$ cat src/rtl/mem_arbiter.sv
// mem_arbiter: shares one single-port memory between instruction fetch and
// the memory stage. Data requests win arbitration, but a fetch that has lost
// STARVE_MAX consecutive contested arbitrations wins the next one.
//
// Ports:
//   clk, reset                  clock, synchronous active-high reset
//   IReqF, PCF, IFlushF         fetch request, address, response discard
//   InstrF, IReadyF             fetched word and one-cycle completion pulse
//   DReqM, MemWriteM, ALUOutM,
//   WriteDataM                  data request, store select, address, data
//   ReadDataM, DReadyM          load data and one-cycle completion pulse
//   mem_req, mem_we, mem_addr,
//   mem_wdata                   registered memory request bus
//   mem_rdata, mem_ack          memory read data and completion
module mem_arbiter #(
    parameter int unsigned STARVE_MAX = 4,
    parameter int unsigned AW         = 32,
    parameter int unsigned DW         = 32
) (
    input  logic          clk,
    input  logic          reset,
    input  logic          IReqF,
    input  logic [AW-1:0] PCF,
    input  logic          IFlushF,
    output logic [DW-1:0] InstrF,
    output logic          IReadyF,
    input  logic          DReqM,
    input  logic          MemWriteM,
    input  logic [AW-1:0] ALUOutM,
    input  logic [DW-1:0] WriteDataM,
    output logic [DW-1:0] ReadDataM,
    output logic          DReadyM,
    output logic          mem_req,
    output logic          mem_we,
    output logic [AW-1:0] mem_addr,
    output logic [DW-1:0] mem_wdata,
    input  logic [DW-1:0] mem_rdata,
    input  logic          mem_ack
);

    localparam int unsigned SCW = 4;

    typedef enum logic [1:0] {
        IDLE   = 2'd0,
        BUSY_I = 2'd1,
        BUSY_D = 2'd2,
        RESP   = 2'd3
    } state_t;

    state_t          r_state,      w_state_nxt;
    logic            r_flush,      w_flush_nxt;
    logic [SCW-1:0]  r_starve_cnt, w_starve_nxt;
    logic            r_mem_req,    w_mem_req_nxt;
    logic            r_mem_we,     w_mem_we_nxt;
    logic [AW-1:0]   r_mem_addr,   w_mem_addr_nxt;
    logic [DW-1:0]   r_mem_wdata,  w_mem_wdata_nxt;
    logic [DW-1:0]   r_instr,      w_instr_nxt;
    logic            r_iready,     w_iready_nxt;
    logic [DW-1:0]   r_rdata,      w_rdata_nxt;
    logic            r_dready,     w_dready_nxt;

    logic            w_win_d;
    logic            w_ack;
    logic            w_starve_hit;

    // Fetch is owed the grant once it has lost STARVE_MAX contested rounds
    assign w_starve_hit = (r_starve_cnt >= SCW'(STARVE_MAX));
    assign w_win_d      = DReqM && (!IReqF || !w_starve_hit);
    assign w_ack        = mem_ack && r_mem_req;

    // State and registered outputs
    always_ff @(posedge clk) begin
        if (reset) begin
            r_state      <= IDLE;
            r_flush      <= 1'b0;
            r_starve_cnt <= '0;
            r_mem_req    <= 1'b0;
            r_mem_we     <= 1'b0;
            r_mem_addr   <= '0;
            r_mem_wdata  <= '0;
            r_instr      <= '0;
            r_iready     <= 1'b0;
            r_rdata      <= '0;
            r_dready     <= 1'b0;
        end else begin
            r_state      <= w_state_nxt;
            r_flush      <= w_flush_nxt;
            r_starve_cnt <= w_starve_nxt;
            r_mem_req    <= w_mem_req_nxt;
            r_mem_we     <= w_mem_we_nxt;
            r_mem_addr   <= w_mem_addr_nxt;
            r_mem_wdata  <= w_mem_wdata_nxt;
            r_instr      <= w_instr_nxt;
            r_iready     <= w_iready_nxt;
            r_rdata      <= w_rdata_nxt;
            r_dready     <= w_dready_nxt;
        end
    end

    // Next-state, arbitration and response capture
    always_comb begin
        w_state_nxt     = r_state;
        w_flush_nxt     = r_flush;
        w_starve_nxt    = r_starve_cnt;
        w_mem_req_nxt   = r_mem_req;
        w_mem_we_nxt    = r_mem_we;
        w_mem_addr_nxt  = r_mem_addr;
        w_mem_wdata_nxt = r_mem_wdata;
        w_instr_nxt     = r_instr;
        w_rdata_nxt     = r_rdata;
        w_iready_nxt    = 1'b0;
        w_dready_nxt    = 1'b0;

        case (r_state)
            IDLE: begin
                if (IReqF || DReqM) begin
                    w_mem_req_nxt = 1'b1;
                    if (w_win_d) begin
                        w_state_nxt    = BUSY_D;
                        w_mem_addr_nxt = ALUOutM;
                        w_mem_we_nxt   = MemWriteM;
                        if (MemWriteM) begin
                            w_mem_wdata_nxt = WriteDataM;
                        end
                        // Only a contested loss counts against fetch
                        if (IReqF && !w_starve_hit) begin
                            w_starve_nxt = r_starve_cnt + SCW'(1);
                        end
                    end else begin
                        w_state_nxt    = BUSY_I;
                        w_mem_addr_nxt = PCF;
                        w_mem_we_nxt   = 1'b0;
                        w_starve_nxt   = '0;
                        w_flush_nxt    = r_flush || IFlushF;
                    end
                end
            end
            BUSY_I: begin
                if (IFlushF) begin
                    w_flush_nxt = 1'b1;
                end
                if (w_ack) begin
                    w_mem_req_nxt = 1'b0;
                    w_mem_we_nxt  = 1'b0;
                    w_instr_nxt   = mem_rdata;
                    // A flushed fetch completes on the bus but is not reported
                    w_iready_nxt  = !(r_flush || IFlushF);
                    w_state_nxt   = RESP;
                end
            end
            BUSY_D: begin
                if (w_ack) begin
                    w_mem_req_nxt = 1'b0;
                    w_mem_we_nxt  = 1'b0;
                    if (!r_mem_we) begin
                        w_rdata_nxt = mem_rdata;
                    end
                    w_dready_nxt  = 1'b1;
                    w_state_nxt   = RESP;
                end
            end
            RESP: begin
                // Requesters still show the completed request this cycle
                w_state_nxt = IDLE;
                w_flush_nxt = 1'b0;
            end
            default: begin
                w_state_nxt = IDLE;
            end
        endcase
    end

    assign InstrF    = r_instr;
    assign IReadyF   = r_iready;
    assign ReadDataM = r_rdata;
    assign DReadyM   = r_dready;
    assign mem_req   = r_mem_req;
    assign mem_we    = r_mem_we;
    assign mem_addr  = r_mem_addr;
    assign mem_wdata = r_mem_wdata;

endmodule

$ cat config.mk
export PLATFORM = sky130hd
export DESIGN_NAME = mem_arbiter
export DESIGN_NICKNAME = d
export VERILOG_FILES = /design/src/rtl/mem_arbiter.sv
export SDC_FILE = /design/constraint.sdc
export NUM_CORES = 1
export LEC_CHECK = 0
export CORE_ASPECT_RATIO = 0.75
export CORE_MARGIN = 3
export CORE_UTILIZATION = 45
export DETAILED_ROUTE_END_ITERATION = 16
export DONT_BUFFER_PORTS = 1
export PLACE_DENSITY_LB_ADDON = 0.12
export SLEW_MARGIN = 0
export SYNTH_ARGS = -nofsm -noshare
export SYNTH_HDL_FRONTEND = slang
export SYNTH_SLANG_ARGS = --single-unit
$ cat constraint.sdc
create_clock -name clk -period 1.9 [get_ports clk]
set_input_delay 0.38 -clock clk [delete_from_list [all_inputs] [get_ports clk]]
set_output_delay 0.38 -clock clk [all_outputs]
set_load 0.005 [all_outputs]
==> results.toml <==
[cts]
cts-buffers-inserted = 17
clkSlewWorstSetupHoldPaths_ns = 0.06
clock_tree.htree_level_count = 4
worstSkewPairLatency_ns = 0.40
cts_hold_buf = 0
cts.sink_count = 139
cts.root.buffer_cell = "clkbuf_16"
post_cts_buffers = 0
tritoncts = "done"
ctsResizeCount = 0
ctsLongestPathBuffers = 2

[pwr]
power.switching_fraction = 0.306
combPwrFrac = 0.209
vdd_drop_max_mv = 0.616
total_power_mw = 8.66
power_leakage_nw = 2.12
clkPwrFrac = 0.368
p_int_mw = 6.01
powerDensity_nw_per_um2 = 1420
net_sw_power_mw = 2.65
power.sequential.fraction = 0.423

[worst_setup_path]
path_class = "register to register"
cp.arrival_ns = 2.02
critPathRequiredTime_ns = 2.21
setup.worst_path.start_class = "register"
cp-end-kind = "register"
worst_r2r_path_depth = 6
critPathSlowestCell = "dfxtp_1"
cp_slowest_stage_delay_ns = 0.34
crit_chain = "inv_1 -> ha_2 -> nor2b_4 -> buf_12 -> nor2_1 -> a311oi_2"
cp_max_fo = 65

[global_routing]
globalRouteMet2Util = 0.317
grt_max_degree = 141
grt.busiest_layer = "met2"
grt_first_pass_wirelength_mm = 21.1
global_route.usage.total = 0.195
overflow = 0
grt.met3_usage = 0.0909
number_of_global_route_vias_before_repair = 4145
grt_util_met1 = 0.223
antenna_found_initial = 0

[sta]
final-max-slew-violation-count = 0
maxClockFrequency_mhz = 585
setup_viol = 0
slew_headroom = 0.732
worst_margin_pin_slew_ns = 0.402
rsz0062_at_grt = "no"
hold_viol_final = 0
worst_clock_skew_ns = 0.0123
final_period_minus_worst_setup_slack_ns = 1.71
worst_hold_margin_ns = 0.0538
timing.setup.tns_ns = 0
post-route-period-util = 0.899

[drt]
dr.first_iter.drc_count = 192
via_count = 4330
vias_per_cell = 5.27
drc = 0
drt-pass1-iter-count = 4
detail_route.wl_per_cell_um = 17.0
drt-total-wl_mm = 13.9
ant_nets = 0

[die]
design.die.area_um2 = 13500
initial_core_util = 0.466
standard_cell_row_count = 34
die_h_um = 101
die_w_um = 133
core-area_um2 = 11700
num_io_pins = 267

[yosys]
ys_warn_count = 0
count_of_flip_flops_with_a_built_in_enable_after_synthesis = 0
postSynthRegisterBits = 139
yosys.area_share.simple = 0.233
yosys-mux-area-fraction = 0.00366
synth_cell_area_um2 = 5470
post_synth_fa_ha_maj_area_fraction = 0.0137
post_synth_xor_area_fraction = 0
main_combinational_cell_family_by_area_after_synthesis = "simple AND/OR/NAND/NOR gates"
synth.lib_cells_used.distinct = 33
synth-compound-area-share = 0.187
share_of_async_settable_or_async_resettable_flops_after_synthesis = 0
syn-mean-instance-area_um2 = 8.20
postSynth.topFlopCell = "dfxtp_1"
synthesis.nets = 808
synthCells = 667
ys_seq_area_frac = 0.509

[layout]
fin_nets = 787
fin_util = 0.520
syn_to_final_growth_pct = 11.7
final_common_cell = "nand2_1"
fillerInstances = 1134
layout.cells.most_common_list = "nand2_1, dfxtp_1, a21oi_1"
drive_gt1_frac = 0.111
antenna_cells_inserted = 0

[worst_hold_path]
worst_hold_path_type = "primary input to register"
hold_depth = 1

[run_status]
run_status = "finished clean"

[place]
numPortBuffers = 0
gp_congestion = 0.746
dp_hpwl_mm = 9.79

[flow_run]
cap_viol_max_count = 0
layer usage:
metal / part of all wire / routed length [um]
met4: 0.019 / 265
met5: 0 / 0
met1: 0.40 / 5610
met3: 0.11 / 1490
met2: 0.47 / 6570
logic make-up (layout without fill, tap and decap cells):
| family | count (synthesis) | after routing |
|---|---|---|
| AO/OA/AOI/OAI | 142 | 142 |
| adder cells (fa/ha/maj) | 6 | 6 |
| buffers and inverters | 53 | 45 |
| flip-flops | 139 | 139 |
| multiplexers | 2 | 2 |
| AND/OR/NAND/NOR | 325 | 325 |
power by group through the flow:
stage | Combinational [mW] | Sequential (mW) | Clock, mW
detailed placement | 1.81 | 3.73 | 0
global route | 2.04 | 3.70 | 3.40
global placement | 1.74 | 3.72 | 0
floorplan | 1.63 | 3.61 | 0
finish | 1.81 | 3.66 | 3.19
CTS | 1.81 | 3.67 | 3.26
synth_stat cells, drive strengths merged, types with 2 or more instances:
| library cell | n | area (um2) |
|---|---|---|
| buf | 32 | 214 |
| nor4 | 2 | 12.5 |
| mux2i | 2 | 20.0 |
| nand4 | 3 | 18.8 |
| inv | 2 | 7.51 |
| nand2 | 263 | 987 |
| clkbuf | 19 | 71.3 |
| ha | 6 | 75.1 |
| nor2b | 3 | 21.3 |
| a311oi | 33 | 464 |
| nor2 | 43 | 161 |
| o21ai | 4 | 23.8 |
| dfxtp | 139 | 2780 |
| a21oi | 101 | 505 |
| nand3 | 2 | 10.0 |
| nand2b | 2 | 12.5 |
flip-flops by register name, summed over array words and instances (netlist names):
| register | cells |
|---|---|
| r_state | 2 |
| mem_we | 1 |
| r_starve_cnt | 4 |
| r_flush | 1 |
| mem_req | 1 |
| mem_wdata | 32 |
| IReadyF | 1 |
| InstrF | 32 |
| mem_addr | 32 |
| ReadDataM | 32 |
| DReadyM | 1 |
path summary, 6_finish.rpt:
| check | from | slack (ns) | endpoint |
|---|---|---|---|
| min | IFlushF | 0.05 | IReadyF |
| max reg2reg | r_state[0] | 0.19 | mem_addr[23] |
| max | r_state[0] | 0.19 | mem_addr[23] |
| min reg2reg | r_starve_cnt[1] | 0.46 | r_starve_cnt[1] |
worst max-delay path, delay by kind of cell, from the launching register on:
family                   cells  cell delay, ns
adder cells (fa/ha/maj)      1            0.28
buffers and inverters        2            0.41
AND/OR/NAND/NOR              2            0.28
AO/OA/AOI/OAI                1            0.27
flip-flops                   1            0.34
final cells by class:
class	count	area, um2	share of cell area
Sequential cell	139	2780	0.456
Multi-Input combinational cell	475	2400	0.394
Clock buffer	20	437	0.0715
Tap cell	162	203	0.0332
Clock inverter	12	140	0.0230
Timing Repair Buffer	11	133	0.0217
Inverter	2	7.51	0.00123
through the flow:
stage / std cells / setup slack (ns) / cell area (um2)
finish: 821 / 0.191 / 6110
global route: 821 / 0.0646 / 6110
CTS: 821 / 0.101 / 6100
detailed placement: 789 / 0.109 / 5520
global placement: 789 / 0.222 / 5520
floorplan: 667 / 0.439 / 5470
Power figures use the tool's default switching activity.
